[config.mk]
export PLATFORM = sky130hd
export DESIGN_NAME = cpu_sequencer
export DESIGN_NICKNAME = d
export VERILOG_FILES = /design/src/rtl/cpu_sequencer.sv
export SDC_FILE = /design/constraint.sdc
export NUM_CORES = 1
export LEC_CHECK = 0
export ABC_AREA = 1
export CELL_PAD_IN_SITES_DETAIL_PLACEMENT = 0
export CELL_PAD_IN_SITES_GLOBAL_PLACEMENT = 2
export CORE_ASPECT_RATIO = 1.4
export CORE_MARGIN = 2
export CORE_UTILIZATION = 28
export DETAILED_ROUTE_END_ITERATION = 8
export GPL_ROUTABILITY_DRIVEN = 0
export PLACE_DENSITY_LB_ADDON = 0.1
export SETUP_SLACK_MARGIN = 0.4
export SLEW_MARGIN = 20
export SYNTH_ARGS = -nofsm -noshare
export SYNTH_HDL_FRONTEND = slang
export SYNTH_SLANG_ARGS = --single-unit
[constraint.sdc]
create_clock -name clk -period 4.9 [get_ports clk]
set_clock_uncertainty 0.2 [all_clocks]
set_input_delay 0.735 -clock clk [delete_from_list [all_inputs] [get_ports clk]]
set_output_delay 0.735 -clock clk [all_outputs]
set_load 0.05 [all_outputs]
[src/rtl/cpu_sequencer.sv]
// cpu_sequencer: multi-cycle fetch/decode/execute sequencer that owns PC, IR
// and the shared memory port. Optional single-step mode: SEQ_SINGLE_STEP_EN.
module cpu_sequencer #(
    parameter int          ADDR_W   = 16,
    parameter int          DATA_W   = 16,
    parameter int unsigned RESET_PC = 0
) (
    input  logic              clk,
    input  logic              rst_n,
    output logic              mem_req,
    output logic              mem_we,
    output logic [ADDR_W-1:0] mem_addr,
    output logic [DATA_W-1:0] mem_wdata,
    input  logic [DATA_W-1:0] mem_rdata,
    input  logic              mem_ready,
    output logic [DATA_W-1:0] instr,
    input  logic              ctl_reg_write,
    input  logic              ctl_mem_write,
    input  logic              ctl_mem_to_reg,
    input  logic              ctl_mem_addr_sel,
    input  logic              ctl_jump,
    input  logic              ctl_branch,
    input  logic              ctl_halt,
    input  logic              alu_zero,
    input  logic [ADDR_W-1:0] alu_result,
    input  logic [DATA_W-1:0] store_data,
    output logic              rf_we,
    output logic              rf_wdata_sel,
    output logic [DATA_W-1:0] load_data,
    output logic [ADDR_W-1:0] pc,
    output logic              halted,
    output logic [2:0]        state
`ifdef SEQ_SINGLE_STEP_EN
    ,
    input  logic              step_req
`endif
);

    typedef enum logic [2:0] {
        S_FETCH  = 3'd0,
        S_DECODE = 3'd1,
        S_EXEC   = 3'd2,
        S_MEM    = 3'd3,
        S_WB     = 3'd4,
        S_HALTED = 3'd5
`ifdef SEQ_SINGLE_STEP_EN
        ,
        S_PAUSE  = 3'd6
`endif
    } state_t;

    // Where an instruction goes once it is finished.
`ifdef SEQ_SINGLE_STEP_EN
    localparam state_t S_RET  = S_PAUSE;
    localparam state_t S_BOOT = S_PAUSE;
`else
    localparam state_t S_RET  = S_FETCH;
    localparam state_t S_BOOT = S_FETCH;
`endif

    localparam logic [ADDR_W-1:0] PC_RST = ADDR_W'(RESET_PC);
    localparam logic [ADDR_W-1:0] PC_ONE = ADDR_W'(1);

    state_t              r_state;
    logic [ADDR_W-1:0]   r_pc;
    logic [DATA_W-1:0]   r_instr;
    logic [DATA_W-1:0]   r_load_data;
    logic                r_mem_req;
    logic                r_mem_we;
    logic [ADDR_W-1:0]   r_mem_addr;
    logic [DATA_W-1:0]   r_mem_wdata;
    logic                r_rf_we;
    logic                r_rf_wdata_sel;
    logic                r_halted;
    logic                r_is_load;

    state_t              w_state_nxt;
    logic [ADDR_W-1:0]   w_pc_nxt;
    logic [DATA_W-1:0]   w_instr_nxt;
    logic [DATA_W-1:0]   w_load_data_nxt;
    logic                w_mem_req_nxt;
    logic                w_mem_we_nxt;
    logic [ADDR_W-1:0]   w_mem_addr_nxt;
    logic [DATA_W-1:0]   w_mem_wdata_nxt;
    logic                w_rf_we_nxt;
    logic                w_rf_wdata_sel_nxt;
    logic                w_halted_nxt;
    logic                w_is_load_nxt;
    logic                w_xfer;
    logic [ADDR_W-1:0]   w_pc_inc;
    logic [ADDR_W-1:0]   w_jmp_tgt;
    logic [ADDR_W-1:0]   w_br_tgt;
    logic                w_step;

    assign w_xfer    = r_mem_req & mem_ready;
    assign w_pc_inc  = r_pc + PC_ONE;
    assign w_jmp_tgt = {{(ADDR_W-12){1'b0}}, r_instr[11:0]};
    assign w_br_tgt  = r_pc + {{(ADDR_W-8){r_instr[7]}}, r_instr[7:0]};

`ifdef SEQ_SINGLE_STEP_EN
    assign w_step = step_req;
`else
    assign w_step = 1'b0;
`endif

    // Next-state and next-output decode; registered outputs keep mem/rf glitch-free.
    always_comb begin
        w_state_nxt        = r_state;
        w_pc_nxt           = r_pc;
        w_instr_nxt        = r_instr;
        w_load_data_nxt    = r_load_data;
        w_mem_req_nxt      = 1'b0;
        w_mem_we_nxt       = r_mem_we;
        w_mem_addr_nxt     = r_mem_addr;
        w_mem_wdata_nxt    = r_mem_wdata;
        w_rf_wdata_sel_nxt = r_rf_wdata_sel;
        w_halted_nxt       = r_halted;
        w_is_load_nxt      = r_is_load;

        case (r_state)
            S_FETCH: begin
                if (w_xfer) begin
                    w_instr_nxt = mem_rdata;
                    w_pc_nxt    = w_pc_inc;
                    w_state_nxt = S_DECODE;
                end
            end
            S_DECODE: begin
                w_state_nxt = S_EXEC;
            end
            S_EXEC: begin
                if (ctl_halt) begin
                    w_state_nxt  = S_HALTED;
                    w_halted_nxt = 1'b1;
                end else if (ctl_jump) begin
                    w_pc_nxt    = w_jmp_tgt;
                    w_state_nxt = S_RET;
                end else if (ctl_branch) begin
                    if (alu_zero) begin
                        w_pc_nxt = w_br_tgt;
                    end
                    w_state_nxt = S_RET;
                end else if (ctl_mem_addr_sel) begin
                    w_mem_addr_nxt  = alu_result;
                    w_mem_wdata_nxt = store_data;
                    w_mem_we_nxt    = ctl_mem_write;
                    w_is_load_nxt   = ctl_mem_to_reg & ~ctl_mem_write;
                    w_state_nxt     = S_MEM;
                end else if (ctl_reg_write) begin
                    w_rf_wdata_sel_nxt = 1'b0;
                    w_state_nxt        = S_WB;
                end else begin
                    w_state_nxt = S_RET;
                end
            end
            S_MEM: begin
                if (w_xfer) begin
                    if (r_is_load) begin
                        w_load_data_nxt    = mem_rdata;
                        w_rf_wdata_sel_nxt = 1'b1;
                        w_state_nxt        = S_WB;
                    end else begin
                        w_state_nxt = S_RET;
                    end
                end
            end
            S_WB: begin
                w_state_nxt = S_RET;
            end
            S_HALTED: begin
                w_state_nxt = S_HALTED;
            end
`ifdef SEQ_SINGLE_STEP_EN
            S_PAUSE: begin
                if (w_step) begin
                    w_state_nxt = S_FETCH;
                end
            end
`endif
            default: begin
                w_state_nxt = S_BOOT;
            end
        endcase

        // A request is presented on the very first cycle of FETCH/MEM,
        // so zero-wait memory completes a transfer in one cycle.
        if (w_state_nxt == S_FETCH) begin
            w_mem_req_nxt  = 1'b1;
            w_mem_we_nxt   = 1'b0;
            w_mem_addr_nxt = w_pc_nxt;
        end else if (w_state_nxt == S_MEM) begin
            w_mem_req_nxt = 1'b1;
        end

        w_rf_we_nxt = (w_state_nxt == S_WB);
    end

    // State and datapath registers; reset clears every request strobe at once.
    always_ff @(posedge clk or negedge rst_n) begin
        if (!rst_n) begin
            r_state        <= S_BOOT;
            r_pc           <= PC_RST;
            r_instr        <= '0;
            r_load_data    <= '0;
            r_mem_req      <= 1'b0;
            r_mem_we       <= 1'b0;
            r_mem_addr     <= '0;
            r_mem_wdata    <= '0;
            r_rf_we        <= 1'b0;
            r_rf_wdata_sel <= 1'b0;
            r_halted       <= 1'b0;
            r_is_load      <= 1'b0;
        end else begin
            r_state        <= w_state_nxt;
            r_pc           <= w_pc_nxt;
            r_instr        <= w_instr_nxt;
            r_load_data    <= w_load_data_nxt;
            r_mem_req      <= w_mem_req_nxt;
            r_mem_we       <= w_mem_we_nxt;
            r_mem_addr     <= w_mem_addr_nxt;
            r_mem_wdata    <= w_mem_wdata_nxt;
            r_rf_we        <= w_rf_we_nxt;
            r_rf_wdata_sel <= w_rf_wdata_sel_nxt;
            r_halted       <= w_halted_nxt;
            r_is_load      <= w_is_load_nxt;
        end
    end

    assign mem_req      = r_mem_req;
    assign mem_we       = r_mem_we;
    assign mem_addr     = r_mem_addr;
    assign mem_wdata    = r_mem_wdata;
    assign instr        = r_instr;
    assign rf_we        = r_rf_we;
    assign rf_wdata_sel = r_rf_wdata_sel;
    assign load_data    = r_load_data;
    assign pc           = r_pc;
    assign halted       = r_halted;
    assign state        = r_state;

endmodule

==> reports/metrics.yaml <==
utilization: 0.392
cts_buffer_depth: 2
async_flop_share: 1.00
grt_setup_unrepaired: "false"
path_max_fanout: 35
antenna_found_initial: 0
fmax_mhz: 292
io_buffers: 146
grt_pass1_vias: 5387
netlist_instances: 738
area_delta_synth_final_pct: 37.7
post_drt_via_cell_ratio: 4.61
fin_nets: 954
drc: 0
hold_viol_final: 0
cts_tree: "yes"
period_share: 0.698
syn_area_mm2: 0.00530
ys_ff_latch: 89
start_util: 0.285
route.final.wire_length_mm: 18.0
synth-edff-count: 0
p_total_mw: 1.52
cp.required_ps: 4990
antennaDiodeCount: 0
p_leak_nw: 3.62
synth_top_area_frac: 0.420
critPathLaunch: "ctl_jump"
dp.cells: 1111
rows: 59
fin_cells: 1127
critical_path_class: "in -> reg"
cts_root_buf: "clkbuf_16"
grt_max_degree: 56
regArea_mm2: 0.00223
htreeDepth: 3
drtIter0Drc: 221
slew_viol_final: 0
grt_pass1_wl_mm: 28.8
postCtsSetupRepairBufs: 0
vias: 5200
clk_pin_slew_ps: 70
cts_made_buffers: 9
syn-num-nets: 814
clock_sinks: 89
insertion_delay_ps: 340
rr_endpoint: "mem_addr[8]$_DFFE_PN0P_"
ys_types: 41
grt-ovfl-total: 0
multi_input_comb_area_mm2: 0.00264
start_kind: "input port"
worstRegToRegCells: 13
finalWorstSetupSlack_ps: 1480
fin_tns_setup_ps: 0
syn_avg_cell_area_um2: 7.18
fill_cells: 2022
wl_per_cell_um: 16.0
synthFlopType: "dfrtp_1"
post-route-min-period_ps: 3420
die-height_um: 167
status: "finished, final reports clean"
synth_area_leaders: "dfrtp_1, nand2_1, inv_1, o21ai_0, nand3_1"
coreArea_mm2: 0.0186
max_slew_margin: 0.464
setup_viol_count_final: 0
fp.dieW_um: 120
hpwl_mm: 13.8
first_pass_iters: 4
r2r_start: "state[0]$_DFF_PN0_"
crit_arrival_ps: 3510
max_slew.worst_pin.slew_ps: 804
hp-class: "in -> async"
ys_warn_count: 0
drive_gt1_frac: 0.0498
pre_cts_ws_ps: 1080
power_density_mw_per_mm2: 208
max-vdd-ir-drop_mv: 0.131
postCtsHoldBufs: 0
maxCapViolCount: 0
track_usage: 0.184
ant_nets: 0
reg2reg_slack_ps: 2100
die-area_mm2: 0.0201
ys_seq_area_frac: 0.420
cts_resized: 0
io-pin-count: 147
cp-end-kind: "flip-flop"
synth.largest_area_cell: "dfrtp_1"
## Yosys cell counts, types with 6 or more instances
library cell and instances:
o211ai_1 6, nand2_1 273, dfrtp_1 89, nor2_1 37, o21ai_0 60, xor2_1 8, ha_1 16, clkbuf_1 18
nand3_1 52, nand4_1 10, a21oi_1 36, inv_1 85
## how the worst max path moves through the flow
stage / end / slack (ps)
final: mem_addr[8]$_DFFE_PN0P_ / 1480
after global routing: mem_addr[6]$_DFFE_PN0P_ / 1150
after CTS: mem_addr[8]$_DFFE_PN0P_ / 1460
after detailed placement: mem_addr[8]$_DFFE_PN0P_ / 1080
after global placement: mem_addr[13]$_DFFE_PN0P_ / 1140
after floorplan: mem_addr[14]$_DFFE_PN0P_ / 2300
## per-layer routing
metal	up-vias	routed length, um	GRT usage
met2	127	9280	0.328
met5	-	0	0
met1	2415	7530	0.217
li1	2644	-	-
met4	0	252	0.0506
met3	14	966	0.0449
## cells by family after synthesis
kind of cell | count (synthesis) | synth area share
AO/OA/AOI/OAI | 112 | 0.114
XOR/XNOR | 13 | 0.0215
adder cells (fa/ha/maj) | 17 | 0.0415
buffers and inverters | 113 | 0.0821
flip-flops | 89 | 0.420
AND/OR/NAND/NOR | 394 | 0.321
## report_power, final
part	switching (mW)	internal, mW
sequential	0.00169	0.735
clock	0.323	0.354
combinational	0.0503	0.0512
## layout by cell type (no fill, tap or decap), types with 2 or more instances in the layout
master,Yosys,routed
clkbuf_16,0,9
a21oi_1,36,36
ha_1,16,16
xor2_1,8,8
nand3_1,52,52
nor2_1,37,37
nor2_8,2,2
clkdlybuf4s50_1,0,145
a211oi_1,2,2
o21ai_0,60,60
buf_4,0,6
o211ai_1,6,6
xnor2_1,5,5
or2_2,3,3
nor2_4,2,2
inv_2,4,4
inv_6,0,3
dfrtp_1,89,89
inv_1,85,85
nor3_1,5,5
nand2_1,273,273
nand2_2,3,3
nand4_1,10,10
## final cells by class
type	count	share of cell area
Clock buffer	9	0.0308
Multi-Input combinational cell	536	0.361
Timing Repair Buffer	151	0.205
Tap cell	244	0.0418
Sequential cell	89	0.305
Clock inverter	7	0.00874
Inverter	91	0.0471
## state kept, by name, indices dropped and copies added, names as in the netlist
signal and flops:
halted 1, instr 16, load_data 16, mem_addr 16, mem_req 1, mem_wdata 16, mem_we 1, pc 16
r_is_load 1, rf_wdata_sel 1, rf_we 1, state 3
## critical path, cell delays in order
cell             delay, ps
clkdlybuf4s50_1        710
inv_2                  330
nand3_2                180
nor2_8                 440
inv_2                  270
nand2_2                170
nor3_4                  80
nor2_4                 310
nand2_1                 90
nand2_1                 70
inv_1                   40
nand2_1                 50
## per-stage QoR
stage	area, um^2	hold slack [ps]
5_1_grt	7300	292
3_5_place_dp	7010	261
3_3_place_gp	7010	252
2_1_floorplan	5300	239
4_1_cts	7300	278
6_report	7300	278
Note: power is estimated with default switching activity, not from simulation.
